$ cat src/rtl/nibble_serial_adder_ctrl_pkg.sv
// Shared types and constants for the nibble-serial add/subtract sequencer.
package nibble_serial_adder_ctrl_pkg;

  localparam int NIBBLE_W = 4;

  typedef enum logic [1:0] {
    IDLE = 2'd0,
    RUN  = 2'd1,
    DONE = 2'd2
  } state_t;

endpackage

$ cat src/rtl/nibble_serial_adder_ctrl_rca4.sv
// 4-bit ripple-carry adder; the single arithmetic element time-shared by the sequencer.
module rca4 (
  input  logic [3:0] a,
  input  logic [3:0] b,
  input  logic       ci,
  output logic [3:0] s,
  output logic       co
);

  logic [4:0] c_s;

  // Carry ripples from bit 0 upward
  always_comb begin
    c_s    = 5'b0;
    s      = 4'b0;
    c_s[0] = ci;
    for (int i = 0; i < 4; i++) begin
      s[i]     = a[i] ^ b[i] ^ c_s[i];
      c_s[i+1] = (a[i] & b[i]) | (c_s[i] & (a[i] ^ b[i]));
    end
  end

  assign co = c_s[4];

endmodule

$ cat src/rtl/nibble_serial_adder_ctrl.sv
// WIDTH-bit add/subtract performed one nibble per clock through a shared rca4,
// with start/busy/done handshake and registered result, carry and overflow.
module nibble_serial_adder_ctrl
  import nibble_serial_adder_ctrl_pkg::*;
#(
  parameter int WIDTH = 16
) (
  input  logic             clk,
  input  logic             reset_n,
  input  logic             start,
  input  logic             sub,
  input  logic [WIDTH-1:0] a,
  input  logic [WIDTH-1:0] b,
  output logic             busy,
  output logic             done,
  output logic [WIDTH-1:0] s,
  output logic             co,
  output logic             ovf
);

  localparam int NIB   = WIDTH / NIBBLE_W;
  localparam int IDX_W = $clog2(NIB);
  localparam logic [IDX_W-1:0] IDX_LAST = IDX_W'(NIB - 1);

  state_t               state_r;
  state_t               state_n_s;
  logic [WIDTH-1:0]     a_r;
  logic [WIDTH-1:0]     b_r;
  logic [WIDTH-1:0]     s_r;
  logic                 sub_r;
  logic                 c_r;
  logic                 co_r;
  logic                 ovf_r;
  logic                 busy_r;
  logic                 done_r;
  logic [IDX_W-1:0]     idx_r;
  logic [NIBBLE_W-1:0]  a_nib_s;
  logic [NIBBLE_W-1:0]  b_nib_s;
  logic [NIBBLE_W-1:0]  sum_s;
  logic                 co_s;
  logic                 last_s;

  // Subtraction is a + ~b + 1: invert B here, the +1 enters as the initial carry
  assign a_nib_s = a_r[NIBBLE_W-1:0];
  assign b_nib_s = b_r[NIBBLE_W-1:0] ^ {NIBBLE_W{sub_r}};
  assign last_s  = (idx_r == IDX_LAST);

  rca4 u_rca4 (
    .a  (a_nib_s),
    .b  (b_nib_s),
    .ci (c_r),
    .s  (sum_s),
    .co (co_s)
  );

  // Next-state decode
  always_comb begin
    state_n_s = state_r;
    case (state_r)
      IDLE: begin
        if (start) state_n_s = RUN;
        else       state_n_s = IDLE;
      end
      RUN: begin
        if (last_s) state_n_s = DONE;
        else        state_n_s = RUN;
      end
      DONE:    state_n_s = IDLE;
      default: state_n_s = IDLE;
    endcase
  end

  // State register with busy/done registered from the next state
  always_ff @(posedge clk or negedge reset_n) begin
    if (!reset_n) begin
      state_r <= IDLE;
      busy_r  <= 1'b0;
      done_r  <= 1'b0;
    end else begin
      state_r <= state_n_s;
      busy_r  <= (state_n_s != IDLE);
      done_r  <= (state_n_s == DONE);
    end
  end

  // Operand capture, nibble shifting and result/flag registers
  always_ff @(posedge clk or negedge reset_n) begin
    if (!reset_n) begin
      a_r   <= {WIDTH{1'b0}};
      b_r   <= {WIDTH{1'b0}};
      s_r   <= {WIDTH{1'b0}};
      sub_r <= 1'b0;
      c_r   <= 1'b0;
      co_r  <= 1'b0;
      ovf_r <= 1'b0;
      idx_r <= {IDX_W{1'b0}};
    end else begin
      case (state_r)
        IDLE: begin
          if (start) begin
            a_r   <= a;
            b_r   <= b;
            sub_r <= sub;
            c_r   <= sub;
            idx_r <= {IDX_W{1'b0}};
            co_r  <= 1'b0;
            ovf_r <= 1'b0;
          end else begin
            a_r <= a_r;
          end
        end
        RUN: begin
          // Sum enters at the top so the LSB nibble ends up at the bottom after NIB steps
          s_r   <= {sum_s, s_r[WIDTH-1:NIBBLE_W]};
          a_r   <= a_r >> NIBBLE_W;
          b_r   <= b_r >> NIBBLE_W;
          c_r   <= co_s;
          idx_r <= idx_r + IDX_W'(1);
          if (last_s) begin
            co_r  <= co_s;
            ovf_r <= ~(a_nib_s[NIBBLE_W-1] ^ b_nib_s[NIBBLE_W-1])
                     & (sum_s[NIBBLE_W-1] ^ a_nib_s[NIBBLE_W-1]);
          end else begin
            co_r <= co_r;
          end
        end
        default: begin
          a_r <= a_r;
        end
      endcase
    end
  end

  assign busy = busy_r;
  assign done = done_r;
  assign s    = s_r;
  assign co   = co_r;
  assign ovf  = ovf_r;

endmodule

$ cat config.mk
export PLATFORM = sky130hd
export DESIGN_NAME = nibble_serial_adder_ctrl
export DESIGN_NICKNAME = d
export VERILOG_FILES = /design/src/rtl/nibble_serial_adder_ctrl_pkg.sv /design/src/rtl/nibble_serial_adder_ctrl_rca4.sv /design/src/rtl/nibble_serial_adder_ctrl.sv
export SDC_FILE = /design/constraint.sdc
export NUM_CORES = 1
export LEC_CHECK = 0
export ABC_AREA = 0
export BUFFER_PORTS_ARGS = -buffer_cell sky130_fd_sc_hd__clkbuf_2
export CORE_AREA = 5 5 74 127
export DETAILED_ROUTE_END_ITERATION = 12
export DIE_AREA = 0 0 79 132
export PLACE_DENSITY = 0.56
export SYNTH_ARGS = -nofsm -noshare
export SYNTH_HDL_FRONTEND = slang
export SYNTH_HIERARCHICAL = 1
export SYNTH_SLANG_ARGS = --single-unit
$ cat constraint.sdc
create_clock -name clk -period 2.7 [get_ports clk]
set_clock_uncertainty 0.2 [all_clocks]
set_input_delay 0.27 -clock clk [delete_from_list [all_inputs] [get_ports clk]]
set_output_delay 0.27 -clock clk [all_outputs]
set_load 0.005 [all_outputs]
==> impl_metrics.toml <==
[global_route]
grtUsageMet2_pct = 20.2
antenna_found_initial = 0
grt_util_met1_pct = 13.5
grt_pass1_wl_microns = 9450
track_usage_pct = 12.0
grt-ovfl-total = 0
globalRouteMet3Util_pct = 3.56
grt_max_degree = 33
top_usage_layer = "met2"
grt_pass1_vias = 1890

[detailed_routing]
viasPerCell = 4.64
vias = 1815
drtIter0Drc = 64
wl_microns = 5690
wire_per_inst_microns = 14.5
postRouteAntennaNets = 0
drc = 0
dr.pass1.iters = 4

[setup_path]
path_delay_family = "adder cells"
cpMostUsedCell = "inv_2"
cp_slowest_cell = "fa_1"
path_max_fanout = 3
end_kind = "flip-flop"
reg2regPathDepth = 12
required_ns = 2.74
critPathKind = "flip-flop to flip-flop"
worstPathArrival_ns = 2.74
critPathLaunchType = "flip-flop"
cp_num_cells = 12
crit_path_cell_trace = "xor2_2 > fa_2 > inv_2 > fa_2 > inv_2 > fa_2 > inv_2 > fa_1 > inv_2 > nor2b_1 > mux2i_1 > o21ai_1"
slowest_delay_ns = 0.42
path_buf_inv = 4

[power]
power.share.clock_pct = 21.1
max-vdd-ir-drop_mv = 0.438
comb_power_share_pct = 45.0
swShare_pct = 34.3
power_frac_seq_pct = 33.9
p_per_area_nw_per_um2 = 1360
p_int_uw = 3030
p_leak_uw = 0.00172
power_switching_uw = 1580
p_total_uw = 4600

[layout]
final_cell_mix = "dfrtp_1 (58), clkbuf_2 (55), nand2_1 (34)"
final_common_cell = "dfrtp_1"
final_nets = 337
post_layout_nonfiller_instances = 391
syn_to_final_growth_pct = 21.3
diodes = 0
fin_area_sq_um = 3380
drive_above_1_share_pct = 33.4

[yosys]
synth-seq-cells = 58
synth_area_per_cell_sq_um = 11.8
muxShareOfSynthArea_pct = 18.4
synthCells = 237
syn-num-nets = 278
synth-simple-area-share_pct = 8.63
ys_types = 25
synth_top_cell_by_area = "dfrtp_1"
synth_xor_area_share_pct = 1.26
synth-compound-area-share_pct = 8.98
synth_top_family_by_area = "multiplexers"
synth-seq-area-share_pct = 52.1
synthAdderAreaFrac_pct = 3.32
synth_area_leaders = "dfrtp_1 (52%), mux2i_1 (9.3%), mux2_4 (7.0%), o21ai_1 (4.7%), nand2_1 (4.6%)"
synth_top_area_share_pct = 52.1
ys_warn_count = 6
netlist_area_sq_um = 2790

[sta]
slew_headroom_pct = 47.0
finalMaxSlewViolations = 0
rsz0062_at_grt = "yes"
post-route-period-util_pct = 100
finalSetupViolCount = 1
final-hold-violation-count = 0
setup_slack_ns = -0.00337
min_period_ns = 2.70
worst_hold_slack_ns = 0.0217
max_slew.worst_pin.slew_ns = 0.794
max_freq_mhz = 370

[die]
die_y_microns = 132
start_util_pct = 34.0
core_region_area_sq_um = 8200
ios = 56
std_cell_rows = 44
die_x_microns = 79
dieArea_sq_um = 10400

[placed_design]
place_area_sq_um = 3100
post-dp-hpwl_microns = 4150
dp.cells = 375
gp_congestion = 0.711
io_buffers = 55

[clock_network]
clk_latency_ns = 0.32
clockBufferDepth = 2
path_clk_slew_ns = 0.05
clock-sinks = 58
cts_buffers = 9
cts_tree = "built"
htree_levels = 3
clockRootBuffer = "clkbuf_16"

[outcome]
violations = "negative setup slack"
status = "complete, but fails checks"

[min_path]
hp-class = "input pin to flip-flop"
whs_path_depth = 3

[run]
maxCapViolCount = 0
-- power by group through the flow --
| stage | Sequential (uW) | Combinational, uW | Clock [uW] |
|---|---|---|---|
| finish | 1560 | 2070 | 972 |
| floorplan | 1490 | 1720 | 0 |
| CTS | 1570 | 2110 | 1000 |
| detailed placement | 1580 | 2010 | 0 |
| global route | 1620 | 2320 | 1050 |
| global placement | 1560 | 1960 | 0 |
-- cell families (layout without fill, tap and decap cells) --
| family | count (synthesis) | count (layout) |
|---|---|---|
| buffers and inverters | 29 | 91 |
| xor gates and xnor gates | 4 | 4 |
| adders and majority gates | 5 | 5 |
| DFF | 58 | 58 |
| and+or+nand+nor | 49 | 49 |
| muxes | 44 | 44 |
| AOI/OAI and AO/OA | 48 | 48 |
-- layout make-up --
class | instances | area [sq um]
multi-input cells | 150 | 1160
clock buffers | 14 | 254
repair buffers | 63 | 350
well taps | 92 | 115
flip-flops and latches | 58 | 1450
inverters | 14 | 52.6
fillers | 785 | 4820
-- synth_stat cells --
master    number
buf_2          5
and2b_1        8
buf_12         4
nand2_1       34
inv_1         14
clkbuf_1       2
buf_4          1
o21bai_1       1
dfrtp_1       58
mux2_4        13
a21oi_1        9
o21ai_0       10
fa_1           4
ha_1           1
mux2_2         5
nor2b_1        5
buf_6          1
nor2b_4        1
nand3b_1       1
buf_8          1
o21ai_1       26
a22o_1         2
mux2i_1       26
xor2_1         4
clkbuf_2       1
-- worst register-to-register path: cells and delay by family, from the launching register on --
family	cells	cell delay, ns
buffers and inverters	4	0.24
AOI/OAI and AO/OA	1	0.12
muxes	1	0.08
DFF	1	0.40
and+or+nand+nor	1	0.13
xor gates and xnor gates	1	0.19
adders and majority gates	4	1.27
-- per-layer routing --
layer / wire (microns) / part of all wire [%]
met2: 2980 / 52
met5: 0 / 0
met3: 236 / 4.2
met1: 2340 / 41
met4: 128 / 2.3
-- repair_timing --
action                                  in CTS  in global routing
buffers inserted                             1                  0
pin swaps                                    4                  1
hold buffers                                 1                  0
endpoints found under the hold margin       30                  0
endpoints found under the setup margin       1                  2
resized for setup                            7                  0
-- sequential cells by signal, summed over array words and instances (netlist names), 2 cells and up --
name and flops:
b_r 16, idx_r 2, s 16, state_r 2, a_r 16
-- worst paths after layout --
kind	slack (ns)	start	to
max	-0.003	b_r[0]	ovf
min	0.02	a[10]	a_r[10]
max reg2reg	-0.003	b_r[0]	ovf
min reg2reg	0.28	a_r[5]	a_r[5]
max in group asynchronous	1.23	reset_n	b_r[14]
min in group asynchronous	0.38	reset_n	s[3]
-- stage by stage --
stage          setup WS, ns   TNS, ns  util (%)
4_1_cts             -0.0351   -0.0380      41.2
3_3_place_gp         0.0449         0      37.7
6_report           -0.00337  -0.00337      41.2
5_1_grt             -0.0903    -0.180      41.2
2_1_floorplan        0.0192         0         -
3_5_place_dp        -0.0564   -0.0564      37.7
Power figures use the tool's default switching activity.
